<file path="src/rtl/fwd_pkg.sv">
// Shared types and constants for the forwarding scoreboard: slot record, select encoding,
// and the select-width helper.
package fwd_pkg;

    localparam int unsigned FW_REG_SRC = 0;
    localparam int unsigned FW_SEL_MEM = 1;
    localparam int unsigned FW_SEL_WB  = 2;

    typedef struct packed {
        logic       valid;
        logic [4:0] rd;
        logic       regwrite;
        logic       memread;
    } slot_t;

    // Wide enough for 0 (register file) through DEPTH+1 (retire slot).
    function automatic int unsigned sel_w(input int unsigned depth);
        return $clog2(depth + 2);
    endfunction

    function automatic logic is_writer(input slot_t s);
        return s.valid && s.regwrite && (s.rd != 5'd0);
    endfunction

endpackage

</file>
<file path="src/rtl/fwd_scoreboard_if.sv">
// Pipeline-to-scoreboard bundle: ID instruction fields and stall/flush controls in,
// registered EX forwarding selects and load-use status out.
interface fwd_scoreboard_if #(
    parameter int unsigned NUM_SRC = 2,
    parameter int unsigned DEPTH   = 2,
    parameter int unsigned CNT_W   = 16
) ();
    localparam int unsigned SEL_W = fwd_pkg::sel_w(DEPTH);

    logic                     id_valid;
    logic [NUM_SRC*5-1:0]     id_rs;
    logic [NUM_SRC-1:0]       id_rs_used;
    logic [4:0]               id_rd;
    logic                     id_regwrite;
    logic                     id_memread;
    logic                     mem_busy;
    logic                     flush;
    logic [NUM_SRC*SEL_W-1:0] ex_fwd_sel;
    logic                     load_use_stall;
    logic [CNT_W-1:0]         load_use_cnt;

    modport master (
        output id_valid, id_rs, id_rs_used, id_rd, id_regwrite, id_memread, mem_busy, flush,
        input  ex_fwd_sel, load_use_stall, load_use_cnt
    );

    modport slave (
        input  id_valid, id_rs, id_rs_used, id_rd, id_regwrite, id_memread, mem_busy, flush,
        output ex_fwd_sel, load_use_stall, load_use_cnt
    );
endinterface

</file>
<file path="src/rtl/fwd_match.sv">
// Per-operand priority matcher: picks the youngest in-flight writer of rs as the forward source.
module fwd_match
    import fwd_pkg::*;
#(
    parameter int unsigned NSLOT = 2,
    parameter int unsigned SEL_W = 2
) (
    input  logic [4:0]             rs_i,
    input  logic                   used_i,
    input  slot_t [NSLOT-1:0]      slots_i,
    output logic [SEL_W-1:0]       sel_o
);

    always_comb begin
        sel_o = SEL_W'(FW_REG_SRC);
        if (used_i && (rs_i != 5'd0)) begin
            // Scan oldest to youngest so the youngest match is the one left standing.
            for (int j = NSLOT; j >= 1; j--) begin
                if (is_writer(slots_i[j-1]) && (slots_i[j-1].rd == rs_i) &&
                    !((j == 1) && slots_i[0].memread)) begin
                    sel_o = SEL_W'(j);
                end
            end
        end
    end

endmodule

</file>
<file path="src/rtl/fwd_scoreboard.sv">
// Forwarding scoreboard: in-flight writer slots, registered EX forward selects, load-use hazard
// detection and stall counter. FWD_RETIRE_EN adds a retire slot searched as select DEPTH+1.
module fwd_scoreboard
    import fwd_pkg::*;
#(
    parameter int unsigned NUM_SRC = 2,
    parameter int unsigned DEPTH   = 2,
    parameter int unsigned CNT_W   = 16
) (
    input logic             clk,
    input logic             rst,
    fwd_scoreboard_if.slave sb_if
);

    localparam int unsigned SEL_W = sel_w(DEPTH);
    // Only slots a select can point at are stored; slot DEPTH matters only as the retire source.
`ifdef FWD_RETIRE_EN
    localparam int unsigned NSRCH = DEPTH + 1;
`else
    localparam int unsigned NSRCH = DEPTH;
`endif

    slot_t [NSRCH-1:0]        slots_q, slots_d;
    logic [NUM_SRC*SEL_W-1:0] sel_q, sel_d;
    logic [NUM_SRC*SEL_W-1:0] match_sel;
    logic [CNT_W-1:0]         cnt_q, cnt_d;
    slot_t                    id_slot;
    logic                     rs_hit;
    logic                     stall;
    logic                     load_id;

    for (genvar i = 0; i < NUM_SRC; i++) begin : g_match
        fwd_match #(
            .NSLOT (NSRCH),
            .SEL_W (SEL_W)
        ) u_match (
            .rs_i    (sb_if.id_rs[5*i +: 5]),
            .used_i  (sb_if.id_rs_used[i]),
            .slots_i (slots_q),
            .sel_o   (match_sel[SEL_W*i +: SEL_W])
        );
    end

    always_comb begin
        id_slot          = '0;
        id_slot.valid    = 1'b1;
        id_slot.rd       = sb_if.id_rd;
        id_slot.regwrite = sb_if.id_regwrite;
        id_slot.memread  = sb_if.id_memread;

        rs_hit = 1'b0;
        for (int i = 0; i < int'(NUM_SRC); i++) begin
            if (sb_if.id_rs_used[i] && (sb_if.id_rs[5*i +: 5] == slots_q[0].rd)) begin
                rs_hit = 1'b1;
            end
        end
        stall   = !sb_if.flush && sb_if.id_valid && is_writer(slots_q[0]) &&
                  slots_q[0].memread && rs_hit;
        load_id = sb_if.id_valid && !sb_if.flush && !stall;
    end

    always_comb begin
        slots_d = slots_q;
        sel_d   = sel_q;
        cnt_d   = cnt_q;
        if (!sb_if.mem_busy) begin
            for (int k = 1; k < int'(NSRCH); k++) begin
                slots_d[k] = slots_q[k-1];
            end
            slots_d[0] = load_id ? id_slot : slot_t'('0);
            sel_d      = load_id ? match_sel : '0;
            if (stall && (cnt_q != '1)) begin
                cnt_d = cnt_q + CNT_W'(1);
            end
        end
    end

    always_ff @(posedge clk) begin
        if (rst) begin
            slots_q <= '0;
            sel_q   <= '0;
            cnt_q   <= '0;
        end else begin
            slots_q <= slots_d;
            sel_q   <= sel_d;
            cnt_q   <= cnt_d;
        end
    end

    assign sb_if.ex_fwd_sel     = sel_q;
    assign sb_if.load_use_stall = stall;
    assign sb_if.load_use_cnt   = cnt_q;

endmodule

</file>
<file path="src/flat_wrapper.sv">
// flat-port wrapper written by rule: the top's interface ports become plain ports
module fwd_scoreboard_flat import fwd_pkg::*;
#(
    parameter int unsigned NUM_SRC = 2,
    parameter int unsigned DEPTH   = 2,
    parameter int unsigned CNT_W   = 16
)
  (clk, rst, sb_if_id_valid, sb_if_id_rs, sb_if_id_rs_used, sb_if_id_rd, sb_if_id_regwrite, sb_if_id_memread, sb_if_mem_busy, sb_if_flush, sb_if_ex_fwd_sel, sb_if_load_use_stall, sb_if_load_use_cnt);
  fwd_scoreboard_if #(.NUM_SRC(NUM_SRC), .DEPTH(DEPTH), .CNT_W(CNT_W)) sb_if_i ();
  input logic clk;
  input logic rst;
  input wire logic [$bits(sb_if_i.id_valid)-1:0] sb_if_id_valid;
  input wire logic [$bits(sb_if_i.id_rs)-1:0] sb_if_id_rs;
  input wire logic [$bits(sb_if_i.id_rs_used)-1:0] sb_if_id_rs_used;
  input wire logic [$bits(sb_if_i.id_rd)-1:0] sb_if_id_rd;
  input wire logic [$bits(sb_if_i.id_regwrite)-1:0] sb_if_id_regwrite;
  input wire logic [$bits(sb_if_i.id_memread)-1:0] sb_if_id_memread;
  input wire logic [$bits(sb_if_i.mem_busy)-1:0] sb_if_mem_busy;
  input wire logic [$bits(sb_if_i.flush)-1:0] sb_if_flush;
  output wire logic [$bits(sb_if_i.ex_fwd_sel)-1:0] sb_if_ex_fwd_sel;
  output wire logic [$bits(sb_if_i.load_use_stall)-1:0] sb_if_load_use_stall;
  output wire logic [$bits(sb_if_i.load_use_cnt)-1:0] sb_if_load_use_cnt;
  assign sb_if_i.id_valid = sb_if_id_valid;
  assign sb_if_i.id_rs = sb_if_id_rs;
  assign sb_if_i.id_rs_used = sb_if_id_rs_used;
  assign sb_if_i.id_rd = sb_if_id_rd;
  assign sb_if_i.id_regwrite = sb_if_id_regwrite;
  assign sb_if_i.id_memread = sb_if_id_memread;
  assign sb_if_i.mem_busy = sb_if_mem_busy;
  assign sb_if_i.flush = sb_if_flush;
  assign sb_if_ex_fwd_sel = sb_if_i.ex_fwd_sel;
  assign sb_if_load_use_stall = sb_if_i.load_use_stall;
  assign sb_if_load_use_cnt = sb_if_i.load_use_cnt;
  fwd_scoreboard #(.NUM_SRC(NUM_SRC), .DEPTH(DEPTH), .CNT_W(CNT_W)) u_core (.clk(clk), .rst(rst), .sb_if(sb_if_i));
endmodule
</file>
<file path="config.mk">
export PLATFORM = sky130hd
export DESIGN_NAME = fwd_scoreboard_flat
export DESIGN_NICKNAME = d
export VERILOG_FILES = /design/src/rtl/fwd_pkg.sv /design/src/rtl/fwd_scoreboard_if.sv /design/src/rtl/fwd_match.sv /design/src/rtl/fwd_scoreboard.sv /design/src/flat_wrapper.sv
export SDC_FILE = /design/constraint.sdc
export NUM_CORES = 1
export LEC_CHECK = 0
export CORE_MARGIN = 2
export CORE_UTILIZATION = 54
export DETAILED_ROUTE_END_ITERATION = 10
export PLACE_DENSITY = 0.88
export SETUP_SLACK_MARGIN = 0.2
export SYNTH_ARGS = -nofsm -noshare
export SYNTH_HDL_FRONTEND = slang
export SYNTH_HIERARCHICAL = 1
export SYNTH_SLANG_ARGS = --single-unit
</file>
<file path="constraint.sdc">
create_clock -name clk -period 4.9 [get_ports clk]
set_input_delay 0.98 -clock clk [delete_from_list [all_inputs] [get_ports clk]]
set_output_delay 0.98 -clock clk [all_outputs]
set_load 0.03 [all_outputs]
</file>
-- Yosys cells after proc, flatten, opt, wreduce, memory -nomap -nowiden
Index checks and enable logic that the tools add are counted.
- $add $sub $neg: 1
- multiply operators: 0
- divide/modulo/power cells: 0
- $lt $le $gt $ge: 0
- equality and inequality tests: 7
- shift operators: 0
- multiplexer cells: 10
- bitwise logic cells: 1
- reductions and logical operators: 28
- operator list (cell ; count):
    5-bit == test ; 6
    1-bit logical AND ; 20
    5-bit nonzero test ; 4
    16-bit by 1-bit adder with 16-bit output (second input constant) ; 1
    16-bit != test (second input constant) ; 1
    2-bit 2-to-1 mux ; 6
    8-bit 2-to-1 mux ; 1
    4-bit 2-to-1 mux ; 1
    1-bit logical NOT ; 3
    1-bit 2-to-1 mux ; 2
    2-bit AND reduction ; 1
    1-bit NOT ; 1
- register bits: 35
- bits in latches: 0
- bits in writable memories: 0
- memory bits (read-only): 0
- output and inout port bits: 21
- word-level logic and storage cells: 56
- memories: 0

-- Longest topological paths before layout
Gate-level depths: netlist of run 1.
- depth in word-level cells: 8
- mapped depth: 7
- gate-level depth less buffers: 6

-- Cells and area by module
Netlist of run 1, hierarchy kept.
- modules (own cells, without submodules) (module ; times used ; cells each ; area an instance (µm²) ; sequential area each (µm²)):
    fwd_scoreboard ; 1 ; 188 ; 1751.7 ; 720.7
    fwd_match ; 2 ; 21 ; 158.9 ; 0.0

-- Least setup slack after synthesis of run 1
OpenSTA, ideal clock, no wires.
- path type: input port to output port
- start: input port sb_if_id_rs[2]
- end: output port sb_if_load_use_stall
- arrival: 2.159 ns
- data required time: 3.920 ns
- setup slack: 1.761 ns
- stages on the path: 5
- path buffers: 1
- cell sequence: xnor2_1 -> nand4_1 -> o22a_1 -> buf_2 -> nor2_1
- word-level cells in the longest chain between the ends: 5
- RTL lines (element ; RTL line ; RTL):
    start: declaration ; flat_wrapper.sv:13 ; input wire logic [$bits(sb_if_i.id_rs)-1:0] sb_if_id_rs;
    5-bit == test ; fwd_scoreboard.sv:53 ; if (sb_if.id_rs_used[i] && (sb_if.id_rs[5*i +: 5] == slots_q[0].rd)) begin
    1-bit logical AND ; fwd_scoreboard.sv:53 ;
    1-bit 2-to-1 mux (2 in a row) ; fwd_scoreboard.sv:53 ;
    1-bit logical AND ; fwd_scoreboard.sv:58 ; slots_q[0].memread && rs_hit;
    end: declaration ; flat_wrapper.sv:21 ; output wire logic [$bits(sb_if_i.load_use_stall)-1:0] sb_if_load_use_stall;
No other way between the ends.

-- Worst setup path in the final report of run 1
Same ends and word-level chain as after synthesis.

==> results of run 1 <==
## metal layers
metal  routed length [microns]  global-route usage  vias up  share of wire
li1                          -                   -      949              -
met1                      2067              0.3139      848           0.44
met2                      2184              0.3635       80           0.47
met3                       279             0.04795       14          0.060
met4                       135              0.1120        0          0.029
met5                         0                   0        -              0
## worst min-delay path by stage
stage	startpoint	to	slack [ns]	cells past startpoint
2_1_floorplan	u_core/slots_q[0]	u_core/slots_q[0]	0.47	1
3_3_place_gp	u_core/sb_if.ex_fwd_sel[1]	u_core/sb_if.ex_fwd_sel[1]	0.46	1
3_5_place_dp	u_core/sb_if.ex_fwd_sel[1]	u_core/sb_if.ex_fwd_sel[1]	0.46	1
4_1_cts	u_core/sb_if.ex_fwd_sel[1]	u_core/sb_if.ex_fwd_sel[1]	0.49	1
5_1_grt	u_core/sb_if.ex_fwd_sel[2]	u_core/sb_if.ex_fwd_sel[2]	0.50	1
6_report	u_core/sb_if.ex_fwd_sel[2]	u_core/sb_if.ex_fwd_sel[2]	0.48	1
## registers in the layout, summed over array words and instances, names as in the netlist
name	flops
u_core/sb_if.ex_fwd_sel	4
u_core/sb_if.load_use_cnt	16
u_core/slots_q	15
## critical path, stage by stage
cell and delay [ns]:
clkdlybuf4s50_1 0.57, xnor2_1 0.15, nand4_1 0.14, o22a_1 0.25, nor2_1 0.22, clkdlybuf4s50_1 0.71
## through the flow
step	power (mW)	hold slack, ns	std cells	area, sq um	setup WS (ns)
after floorplan	0.3315	0.4679	227	2036	1.761
after global placement	0.3600	0.4637	311	2501	0.9333
after detailed placement	0.3611	0.4598	311	2501	0.9156
after CTS	0.5932	0.4874	319	2605	0.9040
after global routing	0.6125	0.5032	319	2605	0.8063
final	0.5890	0.4792	319	2605	0.8965
## cell type report
cell class              instances  area (sq um)
multi-input cells             177          1266
fillers                       307          1028
flip-flops and latches         35         700.7
repair buffers                 46         455.4
clock buffers                   7         96.34
well taps                      48         60.06
inverters                       5         18.77
clock inverters                 1         7.507
## power by group through the flow
stage | clock, mW | combinational (mW) | sequential, mW
6_report | 0.234 | 0.0626 | 0.292
5_1_grt | 0.252 | 0.0677 | 0.292
4_1_cts | 0.239 | 0.0627 | 0.292
3_5_place_dp | 0 | 0.0626 | 0.298
3_3_place_gp | 0 | 0.0616 | 0.298
2_1_floorplan | 0 | 0.0346 | 0.297
==> impl_metrics.toml, run 1 <==
[worst_setup_path]
cp.required_ns = 3.92
critPathArrivalTime_ns = 3.02
start_kind = "input pin"
path_class = "input pin to output port"
reg2reg_depth = 5
setup.worst_path.end_class = "output port"
crit_fanout = 4
rr_endpoint = "u_core/sb_if.load_use_cnt[13]"
r2r_slack_ns = 2.63
worstSetupStartpoint = "sb_if_id_rs[2]"
r2r-start = "u_core/slots_q[5]"
endpoint = "sb_if_load_use_stall"

[finish]
finalNetCount = 295
area.growth.synth_to_final_pct = 27.97
layout_commonest_cell = "clkdlybuf4s50_1"
final_core_util = 0.7169
drive_gt1_frac = 0.07749
most-common-layout-cells = "44 x clkdlybuf4s50_1, 35 x dfxtp_1, 28 x xnor2_1"
antenna_cells = 0

[floorplan]
ios = 45
rows = 22
dieArea_sq_um = 4277
coreArea_sq_um = 3633
initial_core_util = 0.5603
dieHeight_microns = 65.40
die_w_microns = 65.40

[synth]
syn_nets = 252
postSynthAreaPerCell_sq_um = 8.968
yosys_warnings = 6
synth_cells = 227
syn_area_sq_um = 2036

[clock_network]
insertion_delay_ns = 0.29
cts.sinks = 35
cts_tree = "built"
cts_buffers = 5
htree_levels = 2
cts_root_buffer = "clkbuf_8"
cts_buffer_depth = 2
hold_buffers = 0
clk_pin_slew_ns = 0.07
post_cts_resized = 0
cts_setup_buffers = 0

[route]
avgRoutedWirePerCell_microns = 14.63
ant_nets = 0
vias_per_cell = 5.928
drt_iter0_drc = 196
num_vias = 1891
first_pass_iters = 4
drt-total-wl_mm = 4.666
remaining_drc_errors = 0

[timing]
tns_ns = 0
fmax_mhz = 249.8
relSlewSlack = 0.3395
finalWorstPathRequiredPeriod_ns = 4.004
slew_viol_final = 0
worst-slew-pin-transition_ns = 0.9876
rsz0062_at_grt = "no"
finalClockSkew_ns = 0.003377
fin_crit_sh = 0.8170
hold_violations = 0
setup_viol = 0

[pwr]
switching_power_mw = 0.1398
pwr-share-clk = 0.398
peakVddDrop_v = 0.0001748
p_seq_frac = 0.496
netSwitchingFraction = 0.2373
p_leak_nw = 0.7701
comb_power_share = 0.106
p_per_area_nw_per_um2 = 226.1
p_int_mw = 0.4492

[grt]
gr-total-overflow = 0
grt_usage = 0.2352
grt_pass1_vias = 1650
grt_start_max_net_pins = 27
grt_pass1_wl_mm = 7.728
antenna_found_initial = 0

[hold_path]
min_path_type = "flop to flop"

[outcome]
status = "completed"

[place]
hpwl_mm = 3.438
place_congestion = 0.8895
numPortBuffers = 44

[flow_run]
drv_cap = 0
No activity file was read; power rests on OpenSTA's default activity.
==> run 2, diff against run 1 <==
--- a/config.mk
+++ b/config.mk
@@ -6,9 +6,9 @@
 export NUM_CORES = 1
 export LEC_CHECK = 0
 export CORE_MARGIN = 2
-export CORE_UTILIZATION = 54
+export CORE_UTILIZATION = 51
 export DETAILED_ROUTE_END_ITERATION = 10
-export PLACE_DENSITY = 0.88
+export PLACE_DENSITY = 0.84
 export SETUP_SLACK_MARGIN = 0.2
 export SYNTH_ARGS = -nofsm -noshare
 export SYNTH_HDL_FRONTEND = slang
==> constraint.sdc (replaced) <==
create_clock -name clk -period 3.7 [get_ports clk]
set_input_delay 0.74 -clock clk [delete_from_list [all_inputs] [get_ports clk]]
set_output_delay 0.74 -clock clk [all_outputs]
set_load 0.03 [all_outputs]
==> impl_metrics.toml, run 2 (synthesis results as in run 1) <==
[worst_setup_path]
endpoint = "sb_if_load_use_stall"
rr_endpoint = "u_core/sb_if.load_use_cnt[8]"
critical_path.cell_chain = "clkdlybuf4s50_1 > xnor2_1 > nand4_1 > o22a_1 > nor2_1 > buf_4"
critPathArrivalTime_ns = 2.26
setup.worst_path.end_class = "output port"
r2r_slack_ns = 1.31
cp.required_ns = 2.96
r2r-start = "u_core/slots_q[5]"
crit_slowest_cell = "clkdlybuf4s50_1"
crit_fanout = 4
max_stage_delay_ns = 0.58
worstSetupStartpoint = "sb_if_id_rs[2]"
path_class = "input pin to output port"
reg2reg_depth = 5
start_kind = "input pin"

[finish]
regArea_sq_um = 700.7
most-common-layout-cells = "43 x clkdlybuf4s50_1, 35 x dfxtp_1, 28 x xnor2_1"
layout_commonest_cell = "clkdlybuf4s50_1"
drive_gt1_frac = 0.08791
area.growth.synth_to_final_pct = 29.01
final_core_util = 0.7015
fill_cells = 325
multi_input_area_sq_um = 1266
largest_reg_flops = 16
finalNetCount = 297
antenna_cells = 0

[route]
drt-total-wl_mm = 4.896
drt_iter0_drc = 205
remaining_drc_errors = 0
vias_per_cell = 5.925
first_pass_iters = 5
num_vias = 1902
avgRoutedWirePerCell_microns = 15.25
ant_nets = 0

[timing]
tns_ns = 0
relSlewSlack = 0.5028
slew_viol_final = 0
setup_viol = 0
whs_ns = 0.4791
rsz0062_at_grt = "no"
fmax_mhz = 333.4
finalWorstPathRequiredPeriod_ns = 2.999
hold_violations = 0
fin_ws_ns = 0.7007
worst-slew-pin-transition_ns = 0.7364
fin_crit_sh = 0.8106
finalClockSkew_ns = 0.01064

[grt]
grt_pass1_wl_mm = 8.307
grt_pass1_vias = 1764
grt_usage = 0.2438
gr-total-overflow = 0
antenna_found_initial = 0
grt_start_max_net_pins = 27

[outcome]
status = "completed"

[clock_network]
cts.sinks = 35
htree_levels = 2
cts_tree = "built"
clk_pin_slew_ns = 0.07
cts_buffers = 5
hold_buffers = 0
cts_setup_buffers = 0
post_cts_resized = 0
insertion_delay_ns = 0.29
cts_root_buffer = "clkbuf_8"
cts_buffer_depth = 2

[floorplan]
dieArea_sq_um = 4513
coreArea_sq_um = 3744
initial_core_util = 0.5438
rows = 22
dieHeight_microns = 67.18
ios = 45
die_w_microns = 67.18

[place]
place_congestion = 0.8985
hpwl_mm = 3.587
post-place-ws_ns = 0.6756
numPortBuffers = 44

[pwr]
p_per_area_nw_per_um2 = 309.9
power_mw = 0.8139
peakVddDrop_v = 0.0002123
p_leak_nw = 0.7898

[hold_path]
min_path_type = "flop to flop"

[flow_run]
drv_cap = 0
run 2: worst min path at each step:
stage	to	depth (start not counted)	startpoint	slack, ns
4_1_cts	u_core/sb_if.ex_fwd_sel[1]	1	u_core/sb_if.ex_fwd_sel[1]	0.48
2_1_floorplan	u_core/slots_q[0]	1	u_core/slots_q[0]	0.47
3_3_place_gp	u_core/sb_if.ex_fwd_sel[0]	1	u_core/sb_if.ex_fwd_sel[0]	0.46
5_1_grt	u_core/sb_if.ex_fwd_sel[3]	1	u_core/sb_if.ex_fwd_sel[3]	0.51
3_5_place_dp	u_core/sb_if.ex_fwd_sel[1]	1	u_core/sb_if.ex_fwd_sel[1]	0.46
6_report	u_core/sb_if.ex_fwd_sel[1]	1	u_core/sb_if.ex_fwd_sel[1]	0.48
run 2: worst max-delay path: cells and delay by family:
kind	cells	cell delay (ns)
buffers and inverters	2	0.78
AND/OR/NAND/NOR	2	0.35
XOR/XNOR	1	0.15
AO/OA/AOI/OAI	1	0.24
run 2: cell type report:
cell class | count | share of cell area
inverter | 5 | 0.007146
clock buffer | 5 | 0.02620
tap | 48 | 0.02287
timing repair buffer | 48 | 0.1782
multi-input combinational | 177 | 0.4821
sequential | 35 | 0.2668
clock inverter | 3 | 0.01667
run 2: power by group:
part / internal, mW / switching [mW]
registers: 0.380 / 0.00705
logic: 0.0471 / 0.0377
clock network: 0.200 / 0.142
total: 0.627 / 0.187
run 2: routing by layer:
metal | GRT usage | wire length (microns) | up-vias
met1 | 0.3364 | 2252 | 883
met5 | 0 | 0 | -
met4 | 0.09439 | 23 | 0
met2 | 0.3787 | 2331 | 62
li1 | - | - | 955
met3 | 0.04333 | 288 | 2
run 2: metrics by stage:
| step | instances | area [sq um] |
|---|---|---|
| floorplan | 227 | 2036 |
| global placement | 313 | 2514 |
| detailed placement | 313 | 2514 |
| CTS | 321 | 2626 |
| global route | 321 | 2626 |
| finish | 321 | 2626 |
==> run 3, diff against run 2 <==
==> constraint.sdc (replaced) <==
create_clock -name clk -period 2.9 [get_ports clk]
set_input_delay 0.58 -clock clk [delete_from_list [all_inputs] [get_ports clk]]
set_output_delay 0.58 -clock clk [all_outputs]
set_load 0.03 [all_outputs]
==> impl_metrics.toml, run 3 (synthesis results as in run 1) <==
[timing]
tns_ns = 0
rsz0062_at_grt = "no"
finalClockSkew_ns = 0.001849
whs_ns = 0.4819
setup_viol = 0
slew_viol_final = 0
worst-slew-pin-transition_ns = 0.7717
finalWorstPathRequiredPeriod_ns = 2.622
fin_crit_sh = 0.9041
hold_violations = 0
fmax_mhz = 381.4
relSlewSlack = 0.4855

[place]
place_area_sq_um = 2566
dp_cells = 320
hpwl_mm = 3.879
place_congestion = 0.8861
numPortBuffers = 44

[finish]
largest_reg_flops = 16
most-common-layout-cells = "40 x clkdlybuf4s50_1, 35 x dfxtp_1, 28 x xnor2_1"
area.growth.synth_to_final_pct = 31.47
drive_gt1_frac = 0.1107
finalNetCount = 304
final_cells = 328
finalInstanceArea_sq_um = 2676
fill_cells = 314
antenna_cells = 0
regArea_sq_um = 700.7
multi_input_area_sq_um = 1269
layout_commonest_cell = "clkdlybuf4s50_1"

[pwr]
p_per_area_nw_per_um2 = 374.8
switching_power_mw = 0.2365
netSwitchingFraction = 0.2358
p_seq_frac = 0.492
p_leak_nw = 0.8448
peakVddDrop_v = 0.0002046
p_int_mw = 0.7665
power_mw = 1.003
pwr-share-clk = 0.391
comb_power_share = 0.116

[grt]
grt_usage = 0.2657
grt_pass1_wl_mm = 9.052
grt_start_max_net_pins = 27
antenna_found_initial = 0
grt_pass1_vias = 1849
gr-total-overflow = 0

[flow_run]
drv_cap = 0

[clock_network]
cts_root_buffer = "clkbuf_8"
cts_buffers = 5
cts.sinks = 35
insertion_delay_ns = 0.28
hold_buffers = 0
cts_setup_buffers = 0
cts_tree = "built"
htree_levels = 2
cts_buffer_depth = 2
clk_pin_slew_ns = 0.07

[route]
avgRoutedWirePerCell_microns = 16.22
remaining_drc_errors = 0
drt-total-wl_mm = 5.321
vias_per_cell = 5.939
ant_nets = 0
num_vias = 1948
first_pass_iters = 4
drt_iter0_drc = 214

[worst_setup_path]
critPathArrivalTime_ns = 2.04
critical_path.cell_chain = "clkdlybuf4s50_1 > xnor2_1 > nand4_1 > o22a_1 > nor2_2 > buf_4"
start_kind = "input pin"
path_class = "input pin to output port"
crit_fanout = 4
max_stage_delay_ns = 0.59
cp.required_ns = 2.32
setup.worst_path.end_class = "output port"
crit_slowest_cell = "clkdlybuf4s50_1"
r2r_slack_ns = 0.52

[outcome]
status = "completed"

[floorplan]
dieHeight_microns = 67.18
dieArea_sq_um = 4513
coreArea_sq_um = 3744
ios = 45
die_w_microns = 67.18
rows = 22
initial_core_util = 0.5438

[hold_path]
min_path_type = "flop to flop"
[run 3: cell types whose count changed in the layout (fill, tap and decap cells not counted)]
cell             delta
clkinv_2            -1
buf_4               +7
nor2_1              -1
dlymetal6s2s_1      +3
bufinv_16           -1
clkbuf_1            +1
clkdlybuf4s50_1     -3
clkbuf_8            +2
nor2_2              +1
clkinv_4            -1
[run 3: worst paths after layout]
kind	from	end	depth (start not counted)
worst max-delay path	sb_if_id_rs[8]	sb_if_load_use_stall	6
worst min-delay path	u_core/sb_if.ex_fwd_sel[0]	u_core/sb_if.ex_fwd_sel[0]	1
worst max register to register	u_core/slots_q[5]	u_core/sb_if.ex_fwd_sel[1]	5
worst min register to register	u_core/sb_if.ex_fwd_sel[0]	u_core/sb_if.ex_fwd_sel[0]	1
[run 3: stage by stage]
step / setup WS [ns] / util
after floorplan: 0.5612 / -
after global placement: 0.2348 / 0.6855
after detailed placement: 0.2186 / 0.6855
after CTS: 0.2133 / 0.7122
after global routing: 0.2139 / 0.7149
final: 0.2782 / 0.7149
[run 3: worst max-delay path: cells and delay by family]
family | cells | cell delay [ns]
xor+xnor | 1 | 0.15
simple gates | 2 | 0.31
compound gates | 1 | 0.23
buf+inv | 2 | 0.77
[run 3: layout make-up]
| class | instances | share of cell area |
|---|---|---|
| Multi-Input combinational cell | 177 | 0.4741 |
| Sequential cell | 35 | 0.2618 |
| Timing Repair Buffer | 55 | 0.1973 |
| Clock buffer | 8 | 0.03740 |
| Tap cell | 48 | 0.02244 |
| Inverter | 5 | 0.007013 |
[run 3: what timing repair did]
item	4_1_cts	5_1_grt
endpoints found under the setup margin	0	1
resized for setup	0	4
hold endpoints to repair	0	0
[run 3: per-layer routing]
layer	track usage	wire [microns]	share of wire	vias to the layer above
li1	-	-	-	971
met1	0.3979	2537	0.48	899
met4	0.07653	44	0.0083	0
met3	0.05500	350	0.066	4
met5	0	0	0	-
met2	0.3824	2388	0.45	74
[run 3: power groups by stage]
stage	sequential [mW]	combinational, mW	clock [mW]
CTS	0.494	0.116	0.402
detailed placement	0.505	0.116	0
finish	0.494	0.117	0.392
floorplan	0.502	0.0584	0
global route	0.494	0.127	0.423
global placement	0.504	0.115	0
